**src/rtl/alu_sequencer_if.sv**
```systemverilog
// Bus between the switch/strobe inputs and the ALU sequencer outputs.
// master: drives data_in, op_in and load, and observes the captured values,
//         the result, the flags and the status.
// slave : the sequencer side of the same signals.
interface alu_sequencer_if #(
    parameter int unsigned NBITS  = 4,
    parameter int unsigned NCOUNT = 8
);
    logic [NBITS-1:0]  data_in;
    logic [1:0]        op_in;
    logic              load;
    logic [NBITS-1:0]  operand_a;
    logic [NBITS-1:0]  operand_b;
    logic [1:0]        op_q;
    logic [NBITS-1:0]  result;
    logic              carry;
    logic              overflow;
    logic              zero;
    logic              done;
    logic [2:0]        state;
    logic [NCOUNT-1:0] op_count;

    modport master (
        output data_in, op_in, load,
        input  operand_a, operand_b, op_q, result, carry, overflow, zero,
               done, state, op_count
    );

    modport slave (
        input  data_in, op_in, load,
        output operand_a, operand_b, op_q, result, carry, overflow, zero,
               done, state, op_count
    );
endinterface

```
**src/rtl/alu_sequencer.sv**
```systemverilog
// ALU sequencer: captures A, B and the ALU select from a shared input on
// successive load strobes, executes once, then holds the result for display.
// Ports:
//   clk_2 - system clock
//   reset - asynchronous, active-high reset
//   bus   - alu_sequencer_if.slave: data_in/op_in/load in; captured operands,
//           result, carry/overflow/zero flags, done, state, op_count out
module alu_sequencer #(
    parameter int unsigned NBITS  = 4,
    parameter int unsigned NCOUNT = 8
) (
    input  logic           clk_2,
    input  logic           reset,
    alu_sequencer_if.slave bus
);
    typedef enum logic [2:0] {
        S_A    = 3'd0,
        S_B    = 3'd1,
        S_F    = 3'd2,
        S_EXEC = 3'd3,
        S_SHOW = 3'd4
    } state_t;

    localparam logic [1:0] F_ADD = 2'b00;
    localparam logic [1:0] F_SUB = 2'b01;
    localparam logic [1:0] F_AND = 2'b10;

    state_t            state_q, state_d;
    logic              load_q;
    logic [NBITS-1:0]  a_q, a_d;
    logic [NBITS-1:0]  b_q, b_d;
    logic [1:0]        f_q, f_d;
    logic [NBITS-1:0]  res_q, res_d;
    logic              carry_q, carry_d;
    logic              ovf_q, ovf_d;
    logic              zero_q, zero_d;
    logic [NCOUNT-1:0] cnt_q, cnt_d;

    logic              load_edge;
    logic [NBITS:0]    sum;
    logic [NBITS:0]    diff;
    logic [NBITS-1:0]  exec_res;
    logic              exec_carry;
    logic              exec_ovf;

    // load_q resets high so a strobe held through reset is not an edge
    assign load_edge = bus.load & ~load_q;

    // Extra MSB of the unsigned sum is the carry; of the difference, the borrow
    assign sum  = {1'b0, a_q} + {1'b0, b_q};
    assign diff = {1'b0, a_q} - {1'b0, b_q};

    // ALU datapath on the captured operands
    always_comb begin
        exec_res   = '0;
        exec_carry = 1'b0;
        exec_ovf   = 1'b0;
        case (f_q)
            F_ADD: begin
                exec_res   = sum[NBITS-1:0];
                exec_carry = sum[NBITS];
                exec_ovf   = (a_q[NBITS-1] == b_q[NBITS-1]) &
                             (sum[NBITS-1] != a_q[NBITS-1]);
            end
            F_SUB: begin
                exec_res   = diff[NBITS-1:0];
                exec_carry = diff[NBITS];
                exec_ovf   = (a_q[NBITS-1] != b_q[NBITS-1]) &
                             (diff[NBITS-1] != a_q[NBITS-1]);
            end
            F_AND:   exec_res = a_q & b_q;
            default: exec_res = a_q | b_q;
        endcase
    end

    // Next-state and register-update logic
    always_comb begin
        state_d = state_q;
        a_d     = a_q;
        b_d     = b_q;
        f_d     = f_q;
        res_d   = res_q;
        carry_d = carry_q;
        ovf_d   = ovf_q;
        zero_d  = zero_q;
        cnt_d   = cnt_q;
        case (state_q)
            S_A: begin
                if (load_edge) begin
                    a_d     = bus.data_in;
                    state_d = S_B;
                end
            end
            S_B: begin
                if (load_edge) begin
                    b_d     = bus.data_in;
                    state_d = S_F;
                end
            end
            S_F: begin
                if (load_edge) begin
                    f_d     = bus.op_in;
                    state_d = S_EXEC;
                end
            end
            S_EXEC: begin
                res_d   = exec_res;
                carry_d = exec_carry;
                ovf_d   = exec_ovf;
                zero_d  = (exec_res == '0);
                cnt_d   = cnt_q + NCOUNT'(1);
                state_d = S_SHOW;
            end
            S_SHOW: begin
                // The edge that leaves S_SHOW is also the A capture of the next operation
                if (load_edge) begin
                    a_d     = bus.data_in;
                    state_d = S_B;
                end
            end
            default: state_d = S_A;
        endcase
    end

    // State and datapath registers
    always_ff @(posedge clk_2 or posedge reset) begin
        if (reset) begin
            state_q <= S_A;
            load_q  <= 1'b1;
            a_q     <= '0;
            b_q     <= '0;
            f_q     <= '0;
            res_q   <= '0;
            carry_q <= 1'b0;
            ovf_q   <= 1'b0;
            zero_q  <= 1'b0;
            cnt_q   <= '0;
        end else begin
            state_q <= state_d;
            load_q  <= bus.load;
            a_q     <= a_d;
            b_q     <= b_d;
            f_q     <= f_d;
            res_q   <= res_d;
            carry_q <= carry_d;
            ovf_q   <= ovf_d;
            zero_q  <= zero_d;
            cnt_q   <= cnt_d;
        end
    end

    assign bus.operand_a = a_q;
    assign bus.operand_b = b_q;
    assign bus.op_q      = f_q;
    assign bus.result    = res_q;
    assign bus.carry     = carry_q;
    assign bus.overflow  = ovf_q;
    assign bus.zero      = zero_q;
    assign bus.done      = (state_q == S_SHOW);
    assign bus.state     = state_q;
    assign bus.op_count  = cnt_q;
endmodule
```
**src/flat_wrapper.sv**
```systemverilog
// flat-port wrapper written by rule: the top's interface ports become plain ports
module alu_sequencer_flat 
#(
    parameter int unsigned NBITS  = 4,
    parameter int unsigned NCOUNT = 8
)
  (clk_2, reset, bus_data_in, bus_op_in, bus_load, bus_operand_a, bus_operand_b, bus_op_q, bus_result, bus_carry, bus_overflow, bus_zero, bus_done, bus_state, bus_op_count);
  alu_sequencer_if #(.NBITS(NBITS), .NCOUNT(NCOUNT)) bus_i ();
  input  logic clk_2;
  input  logic reset;
  input wire logic [$bits(bus_i.data_in)-1:0] bus_data_in;
  input wire logic [$bits(bus_i.op_in)-1:0] bus_op_in;
  input wire logic [$bits(bus_i.load)-1:0] bus_load;
  output wire logic [$bits(bus_i.operand_a)-1:0] bus_operand_a;
  output wire logic [$bits(bus_i.operand_b)-1:0] bus_operand_b;
  output wire logic [$bits(bus_i.op_q)-1:0] bus_op_q;
  output wire logic [$bits(bus_i.result)-1:0] bus_result;
  output wire logic [$bits(bus_i.carry)-1:0] bus_carry;
  output wire logic [$bits(bus_i.overflow)-1:0] bus_overflow;
  output wire logic [$bits(bus_i.zero)-1:0] bus_zero;
  output wire logic [$bits(bus_i.done)-1:0] bus_done;
  output wire logic [$bits(bus_i.state)-1:0] bus_state;
  output wire logic [$bits(bus_i.op_count)-1:0] bus_op_count;
  assign bus_i.data_in = bus_data_in;
  assign bus_i.op_in = bus_op_in;
  assign bus_i.load = bus_load;
  assign bus_operand_a = bus_i.operand_a;
  assign bus_operand_b = bus_i.operand_b;
  assign bus_op_q = bus_i.op_q;
  assign bus_result = bus_i.result;
  assign bus_carry = bus_i.carry;
  assign bus_overflow = bus_i.overflow;
  assign bus_zero = bus_i.zero;
  assign bus_done = bus_i.done;
  assign bus_state = bus_i.state;
  assign bus_op_count = bus_i.op_count;
  alu_sequencer #(.NBITS(NBITS), .NCOUNT(NCOUNT)) u_core (.clk_2(clk_2), .reset(reset), .bus(bus_i));
endmodule
```
**config.mk**
```make
export PLATFORM = sky130hd
export DESIGN_NAME = alu_sequencer_flat
export DESIGN_NICKNAME = d
export VERILOG_FILES = /design/src/rtl/alu_sequencer_if.sv /design/src/rtl/alu_sequencer.sv /design/src/flat_wrapper.sv
export SDC_FILE = /design/constraint.sdc
export NUM_CORES = 1
export LEC_CHECK = 0
export CAP_MARGIN = 20
export CORE_MARGIN = 8
export CORE_UTILIZATION = 35
export CTS_CLUSTER_DIAMETER = 120
export DETAILED_ROUTE_END_ITERATION = 8
export GPL_TIMING_DRIVEN = 0
export SYNTH_ARGS = -nofsm -noshare
export SYNTH_HDL_FRONTEND = slang
export SYNTH_SLANG_ARGS = --single-unit
export TNS_END_PERCENT = 1
```
**constraint.sdc**
```tcl
create_clock -name clk_2 -period 2.3 [get_ports clk_2]
set_clock_uncertainty 0.2 [all_clocks]
set_input_delay 0.46 -clock clk_2 [delete_from_list [all_inputs] [get_ports clk_2]]
set_output_delay 0.46 -clock clk_2 [all_outputs]
set_load 0.01 [all_outputs]
```
==> key figures, run 1 <==
GRT
  • First-pass GRT wire length: 6440 um
  • Largest net degree at the start of global routing: 16
  • Number of global-route vias before repair: 1,323
  • Gr ovfl total: 0
  • Gr usage total: 11.4%
  • Initial antenna violation count: 0

Synth
  • Synthesized flop and latch total: 29
  • Syn_nets: 181
  • Post-Synthesis Cells: 157
  • Yosys Warn Count: 0
  • Mean Syn Cell Area: 10.5 um2
  • Syn Std Cell Area: 1660 um2
  • Cell variety after synth: 37
  • Sequential share of the synthesized area: 43.9%

Timing
  • Max Clk Rate: 457 MHz
  • Max_slew headroom: 60.5%
  • Final-report setup violation count: 0
  • Worst hold slack: 0.280 ns
  • Final period utilization: 95.1%
  • Worst slew pin tran: 0.589 ns
  • Max Transition Viols Final: 0
  • Post-route minimum period: 2.19 ns
  • RSZ-0062 raised after global routing: no
  • Fin Setup TNS: 0 ns
  • Hold Vio Cnt, Final: 0

Worst setup path
  • Worst path max stage delay: 0.47 ns
  • Critical path type: flop to flop
  • Slowest library cell on the worst path: fa_1
  • CP Cell Sequence: inv_2 -> ha_1 -> inv_1 -> fa_1 -> inv_1 -> mux4_2 -> a41o_1
  • Worst EP arrival: 2.17 ns
  • CP dominant cell by count: inv_1
  • CP required: 2.28 ns
  • Startpoint types: flop
  • Crit-path max FO: 3
  • CP endpoint kind: flop

Routing
  • Post-DR vias/cell: 4.77
  • Final WL: 3790 um
  • DRT iter0 DRCs: 57
  • Wire length per cell: 14.7 um
  • Antenna Nets Post-Route: 0
  • # DRC: 0
  • Drt pass-1 iters: 4
  • Vias: 1,231

Layout
  • Most frequent cells in the layout: clkdlybuf4s50_1, dfrtp_1, nand2_1
  • Area grow syn2layout: 35.1%
  • N_diodes: 0
  • Layout cells sized above 1: 15.7%
  • Final net count: 227
  • Commonest non-fill, non-tap cell in the layout: clkdlybuf4s50_1
  • Final instance area: 2240 um2

Power and ir drop
  • Pwr Total: 3.08 mW
  • Switching part of the total: 39.8%
  • Flop pwr share: 30.2%
  • Comb pwr share: 54.5%
  • NetSw: 1.22 mW
  • Internal power: 1.85 mW
  • Maximum vdd drop: 0.543 mV
  • PwrDens: 1380 nW/um2
  • Leak pwr: 1.03 nW
  • Clock share of power: 15.4%

Clocking
  • CTS tree: done
  • Clock sink count: 29
  • CTS root buf: clkbuf_8
  • Worst-Skew Late Latency: 0.29 ns
  • Clock buffer depth: 2
  • Postcts setup bufs: 0
  • TritonCTS buffer count: 5
  • H-tree depth: 2
  • Worst-path clk slew: 0.06 ns
  • Hold buffers post-CTS: 0

Placed design
  • GPL Wtd Cong: 0.712
  • # port buffers: 37
  • DP Wirelength: 2960 um
  • Placement Cell Area: 2120 um2

Die
  • Die Area: 7190 um2
  • Initial core utilization: 35.8%
  • Die Y: 84.8 um
  • Core area: 4630 um2
  • Chip Width: 84.8 um
  • Top Ports: 38
  • Site row count: 25

Job
  • Max Cap Viol: 0

Hold path
  • Worst min path class: flop to flop

Status
  • Status: completed
state kept, by name (all words and copies together) (netlist names):
| register | flops |
|---|---|
| u_core.bus.op_count | 8 |
| u_core.load_q | 1 |
| u_core.bus.overflow | 1 |
| u_core.bus.operand_a | 4 |
| u_core.bus.operand_b | 4 |
| u_core.bus.carry | 1 |
| u_core.bus.state | 3 |
| u_core.bus.op_q | 2 |
| u_core.bus.result | 4 |
| u_core.bus.zero | 1 |
critical path, delay by kind of cell (launching register included):
family | cells | cell delay, ns
compound gates | 1 | 0.22
fa+ha+maj | 2 | 0.63
buf+inv | 3 | 0.16
flops | 1 | 0.41
mux | 1 | 0.46
through the flow:
step                      worst slack (ns)  util (%)  std cells
after floorplan                      0.128         -        157
after global placement              -0.125      45.2        248
after detailed placement            -0.150      45.9        250
after CTS                           0.0120      48.2        258
after global routing              0.000800      48.3        258
final                                0.113      48.3        258
synth_stat cells (all sizes together):
cell type	instances	share of area, %
a41o	1	0.60
o31ai	1	0.45
nor3	1	0.30
inv	15	3.4
nand2	21	4.8
a21o	2	0.91
a31oi	1	0.76
and3b	1	0.76
xnor2	8	4.2
o21bai	3	1.4
or2	1	0.38
nor4b	1	0.91
and2b	1	0.45
nand2b	1	0.38
nand3b	2	1.1
fa	2	2.4
o21ai	13	3.9
buf	4	1.2
and2	1	0.38
a21oi	4	1.2
dfstp	1	1.6
a221o	1	0.60
xor2	2	1.1
mux2	6	4.1
ha	13	9.8
nand4	2	1.7
nand3	1	0.60
a2bb2oi	1	0.53
dfrtp	28	42
nor3b	1	0.45
mux2i	5	3.0
mux4	1	1.4
nor2	11	2.9
final cells by class:
cell class | instances | area (um2)
Timing Repair Buffer | 39 | 403
Buffer | 4 | 20.0
Multi-Input combinational cell | 109 | 862
Inverter | 15 | 56.3
Tap cell | 54 | 67.6
Clock inverter | 1 | 5.00
Sequential cell | 29 | 727
Fill cell | 426 | 2390
Clock buffer | 7 | 96.3
path summary, 6_finish.rpt:
kind | cells after the start | to | slack, ns | startpoint
max | 7 | u_core.bus.zero | 0.11 | u_core.bus.operand_a[0]
min | 1 | u_core.bus.op_count[7] | 0.28 | u_core.bus.op_count[7]
max reg2reg | 7 | u_core.bus.zero | 0.11 | u_core.bus.operand_a[0]
min reg2reg | 1 | u_core.bus.op_count[7] | 0.28 | u_core.bus.op_count[7]
max in group asynchronous | 3 | u_core.load_q | 1.34 | reset
min in group asynchronous | 3 | u_core.bus.zero | 0.34 | reset
repair_timing:
| item | in CTS | in global routing |
|---|---|---|
| endpoints found under the hold margin | 0 | 0 |
| resized for setup | 1 | 3 |
| setup endpoints to repair | 1 | 4 |
| pin swaps | 0 | 0 |
layer usage:
metal	GRT usage, %	wire length [um]	vias up
met3	5.56	295	7
met1	12.8	1650	570
met4	5.34	89	0
met2	17.7	1760	39
met5	0	0	-
li1	-	-	615
power groups by stage:
stage | logic [mW] | registers, mW | clock network [mW]
after floorplan | 0.960 | 0.985 | 0
after global placement | 1.63 | 0.918 | 0
after detailed placement | 1.69 | 0.937 | 0
after CTS | 1.71 | 0.931 | 0.487
after global routing | 1.88 | 0.967 | 0.516
final | 1.68 | 0.928 | 0.473
logic make-up after synthesis:
family                     synth area share (%)
AOI/OAI and AO/OA                          10.4
xor gates and xnor gates                   5.29
adders and majority gates                  12.2
buffers and inverters                      4.61
DFF                                        43.9
muxes                                      8.47
and+or+nand+nor                            15.1
(Power assumes the default switching activity.)
==> run 2: changes to the inputs <==
CORE_UTILIZATION = 30   (was 35)
CTS_CLUSTER_DIAMETER = default   (was 120)
==> key figures, run 2 (same netlist as run 1, synthesis figures left out) <==
Status
  • Status: completed

Clocking
  • TritonCTS buffer count: 5 (unchanged)
  • Clock buffer depth: 2 (unchanged)
  • Clock sink count: 29 (unchanged)
  • Hold buffers post-CTS: 0 (unchanged)
  • Worst-path clk slew: 0.06 ns (about the same)
  • H-tree depth: 2 (unchanged)
  • Worst-Skew Late Latency: 0.28 ns (about the same)
  • CTS tree: done
  • CTS root buf: clkbuf_8

Die
  • Top Ports: 38 (unchanged)
  • Die Y: 90.3 um (+6.5%)
  • Site row count: 27 (+8.0%)
  • Die Area: 8150 um2 (+13%)
  • Initial core utilization: 30.6% (-5.1 points)
  • Core area: 5410 um2 (+17%)
  • Chip Width: 90.3 um (+6.5%)

Power and ir drop
  • Leak pwr: 1.02 nW (-1.4%)
  • Maximum vdd drop: 0.628 mV (+16%)
  • Switching part of the total: 38.0% (-1.8 points)
  • Flop pwr share: 29.6% (-0.6 points)
  • Clock share of power: 17.5% (+2.1 points)
  • Internal power: 1.93 mW (+4.3%)
  • NetSw: 1.18 mW (-3.4%)
  • Comb pwr share: 52.9% (-1.6 points)
  • Pwr Total: 3.12 mW (+1.3%)
  • PwrDens: 1380 nW/um2 (about the same)

Hold path
  • Hold depth: 1 (unchanged)
  • Worst min path class: flop to flop

Layout
  • Core Util, Final: 41.9% (-6.4 points)
  • Final instance area: 2270 um2 (+1.3%)
  • Most frequent cells in the layout: clkdlybuf4s50_1, dfrtp_1, nand2_1
  • Max reg flops: 8 (unchanged)
  • Final net count: 226 (-0.44%)
  • Final non-filler cell total: 275 (+6.6%)
  • Layout cells sized above 1: 14.8% (-0.91 points)
  • Commonest non-fill, non-tap cell in the layout: clkdlybuf4s50_1
  • Area grow syn2layout: 36.9%
  • N_diodes: 0 (unchanged)

Placed design
  • Setup WS pre-CTS: -0.00831 ns (+0.142 ns)
  • # port buffers: 37 (unchanged)
  • Placement Cell Area: 2140 um2 (+0.94%)
  • GPL Wtd Cong: 0.750 (+5.2%)
  • Cells after DPL: 267 (+6.8%)
  • DP Wirelength: 2730 um (-7.8%)

GRT
  • GR peak layer: met2
  • Gr usage total: 8.83% (-2.6 points)
  • GRT met3 Usage: 4.49% (-1.1 points)
  • Largest net degree at the start of global routing: 18 (+2)
  • First-pass GRT wire length: 5750 um (-11%)
  • Initial antenna violation count: 0 (unchanged)
  • Met2 usage: 13.4% (-4.3 points)
  • Grt met1 use: 10.6% (-2.2 points)
  • Number of global-route vias before repair: 1,211 (-8.5%)
  • Gr ovfl total: 0 (unchanged)

Routing
  • # DRC: 0 (unchanged)
  • Drt pass-1 iters: 4 (unchanged)
  • Vias: 1,192 (-3.2%)
  • DRT iter0 DRCs: 31 (-46%)
  • Final WL: 3370 um (-11%)
  • Wire length per cell: 12.3 um (-17%)
  • Post-DR vias/cell: 4.33 (-9.2%)
  • Antenna Nets Post-Route: 0 (unchanged)

Worst setup path
  • Critical path type: flop to flop
  • Worst-case reg-to-reg path depth: 7 (unchanged)
  • Startpoint types: flop
  • CP endpoint kind: flop
  • Worst EP arrival: 2.15 ns (-0.02 ns)
  • Crit-path max FO: 3 (unchanged)
  • CP required: 2.27 ns (about the same)

Timing
  • Max Transition Viols Final: 0 (unchanged)
  • RSZ-0062 raised after global routing: no
  • Max Clk Rate: 458 MHz (+0.16%)
  • Worst slew pin tran: 0.820 ns (+0.230 ns)
  • Setup ws final: 0.117 ns (+0.00347 ns)
  • Final-report setup violation count: 0 (unchanged)
  • Max_slew headroom: 44.9% (-16 points)
  • Fin Setup TNS: 0 ns (unchanged)
  • Hold Vio Cnt, Final: 0 (unchanged)
  • Final period utilization: 94.9% (-0.15 points)
  • Worst hold slack: 0.270 ns (-0.0103 ns)
  • Post-route minimum period: 2.18 ns (-0.00347 ns)

Job
  • Max Cap Viol: 0 (unchanged)
[run 2: power groups by stage]
stage	Sequential [mW]	Combinational (mW)	Clock, mW
2_1_floorplan	0.985	0.960	0
3_3_place_gp	0.926	1.64	0
3_5_place_dp	0.935	1.68	0
4_1_cts	0.928	1.68	0.561
5_1_grt	0.961	1.86	0.576
6_report	0.923	1.65	0.545
[run 2: path summary, 6_finish.rpt]
kind	startpoint	endpoint	slack, ns
min in group asynchronous	reset	u_core.bus.operand_a[3]	0.34
min reg2reg	u_core.bus.op_count[7]	u_core.bus.op_count[7]	0.27
max in group asynchronous	reset	u_core.bus.result[0]	1.09
max	u_core.bus.operand_a[0]	u_core.bus.zero	0.12
min	u_core.bus.op_count[7]	u_core.bus.op_count[7]	0.27
max reg2reg	u_core.bus.operand_a[0]	u_core.bus.zero	0.12
[run 2: cell type report]
| class | instances | area, um2 |
|---|---|---|
| clock inverter | 1 | 30.0 |
| buffer | 4 | 20.0 |
| inverter | 15 | 56.3 |
| sequential | 29 | 727 |
| clock buffer | 7 | 86.3 |
| multi-input combinational | 109 | 860 |
| timing repair buffer | 38 | 397 |
| fill | 561 | 3140 |
| tap | 72 | 90.1 |
[run 2: repair_timing]
action / CTS / global route
setup endpoints to repair: 1 / 1
setup buffers: 0 / 0
gates resized for setup: 2 / 2
gates cloned: 0 / 0
[run 2: worst max-delay path, stage by stage, from the launching register on]
cell and delay (ns):
dfrtp_1 0.40, inv_2 0.08, ha_2 0.17, inv_1 0.05, fa_1 0.47, inv_1 0.04
mux4_2 0.45, a41o_1 0.21
[run 2: routing by layer]
layer | vias up | share of wire [%] | routed length [um]
met5 | - | 0 | 0
met2 | 28 | 47 | 1580
met3 | 4 | 5.8 | 196
met4 | 0 | 0.80 | 27
li1 | 613 | - | -
met1 | 547 | 47 | 1570
==> edit (settings of run 1) <==
Make the reset (`reset`) synchronous in one clocked block. Comments in the files are not updated.
--- a/src/rtl/alu_sequencer.sv
+++ b/src/rtl/alu_sequencer.sv
@@ -125,3 +125,3 @@
     // State and datapath registers
-    always_ff @(posedge clk_2 or posedge reset) begin
+    always_ff @(posedge clk_2) begin
         if (reset) begin
Check against the original RTL: differs if reset is asserted again (counterexample within 4 cycles, from zero or initial values and one cycle with reset high); with reset held inactive, the same outputs for 10 cycles.
==> edit against run 1 <==
Synthesized area fell by 1.4%. Cell area shrank 2.0%. Die area down 1.2%. Global-route usage increased by 0.43 points. Wire length is 1.1% higher. Worst setup slack got worse by 34 ps. Sequential cell count is the same.
Power is not compared: it rests on default switching activity, and its combinational part moved more than twofold at a synthesized area within 25%.
==> edit: results <==
export IMPL_vdd_drop_max_mv=0.326
export IMPL_netlist_cell_type_count=43
export IMPL_clock_insertion_delay_worst_skew_ps=280
export IMPL_critPathMaxStageDelay_ps=380
export IMPL_sum_of_net_half_perimeters_after_detailed_placement_um=2950
export IMPL_timing_slew_headroom_pct=63.2
export IMPL_grt_max_degree=11
export IMPL_wire_per_inst_um=13.6
export IMPL_first_pass_grt_wire_length_um=6760
export IMPL_worstHoldPathType="register to register"
export IMPL_detail_route_first_pass_iterations=4
export IMPL_result_of_the_run="completed"
export IMPL_yosysSeqAreaShare_pct=35.6
export IMPL_critPathArrivalTime_ps=2240
export IMPL_synthesis_yosys_warnings=0
export IMPL_crit_path_top_delay_cell="dfxtp_4"
export IMPL_cts_tree="yes"
export IMPL_routabilityCongestion=0.791
export IMPL_drtIter0Drc=71
export IMPL_grt_antenna_before_repair=0
export IMPL_largest_register_ff_count=8
export IMPL_yosys_top_cells_area="dfxtp_1, ha_1, mux2i_1, nor2_1, inv_1"
export IMPL_dr_total_vias=1389
export IMPL_worst_path_max_fanout=5
export IMPL_fin_nets=251
export IMPL_cts_max_path_buffers=2
export IMPL_setup_violations_final=0
export IMPL_cts_made_buffers=5
export IMPL_clock_root_buffer="clkbuf_8"
export IMPL_num_fill_cells=470
export IMPL_mappedNetlistNets=207
export IMPL_clk_pin_slew_worst_paths_ps=60
export IMPL_post_route_cells_drive_above_1_share_pct=12.7
export IMPL_ys_async_rst_share_pct=0
export IMPL_postSynth_topFlopCell="dfxtp_1"
export IMPL_synth_top_cells_by_count="dfxtp_1, nor2_1, inv_1"
export IMPL_htree_levels=2
export IMPL_global_route_usage_total_pct=11.8
[edit: worst paths after layout]
path                            cells past startpoint  slack [ps]                                 start                                 to
worst min register to register                      2         270     u_core.bus.result[2]$_SDFFE_PP0P_  u_core.bus.result[2]$_SDFFE_PP0P_
worst max register to register                      8          80  u_core.bus.operand_b[0]$_SDFFE_PP0P_       u_core.bus.zero$_SDFFE_PP0P_
worst min-delay path                                2         270     u_core.bus.result[2]$_SDFFE_PP0P_  u_core.bus.result[2]$_SDFFE_PP0P_
worst max-delay path                                8          80  u_core.bus.operand_b[0]$_SDFFE_PP0P_       u_core.bus.zero$_SDFFE_PP0P_
[edit: cells by family (layout without fill, tap and decap cells)]
group           Yosys count  in the layout  synth area share [%]
buf+inv                  24             69                  5.83
simple gates             68             68                  21.5
compound gates           25             25                  11.0
mux                      14             14                  9.43
xor+xnor                  8              8                  4.29
fa+ha+maj                15             15                  12.4
flops                    29             29                  35.6
[edit: what timing repair did]
item                                    CTS  global route
endpoints found under the setup margin    2             4
gates resized for setup                   3            14
setup buffers                             0             0
[edit: cell type report]
type,instances,area share [%]
plain buffers,8,1.60
repair buffers,37,17.0
clock inverters,2,0.456
well taps,54,3.08
inverters,16,2.85
flip-flops and latches,29,27.2
clock buffers,6,3.31
multi-input cells,130,44.6
[edit: routing by layer]
layer	global-route usage [%]	vias to the layer above	part of all wire (%)
li1	-	712	-
met1	13.7	636	48
met2	18.7	35	45
met3	4.07	6	5.6
met4	6.12	0	2.1
met5	0	-	0
[edit: worst max-delay path, delay by kind of cell, from the launching register on]
kind,cells,cell delay (ps)
multiplexers,2,450
AND/OR/NAND/NOR,1,260
buffers and inverters,1,60
flip-flops,1,380
AO/OA/AOI/OAI,1,170
XOR/XNOR,1,80
adder cells (fa/ha/maj),2,560
[edit: stage by stage]
stage / cells / setup TNS (ps) / cell area [µm²] / setup slack [ps]
after global routing: 282 / -19.9 / 2190 / -18.7
after CTS: 282 / 0 / 2160 / 6.58
after global placement: 274 / -304 / 2070 / -35.2
after floorplan: 183 / 0 / 1630 / 79.7
after detailed placement: 274 / -283 / 2070 / -36.1
final: 282 / 0 / 2190 / 79.1
[edit: report_power, final]
| part | internal (mW) | switching (mW) |
|---|---|---|
| Clock | 0.209 | 0.192 |
| Sequential | 0.506 | 0.00888 |
| Combinational | 0.0459 | 0.0464 |
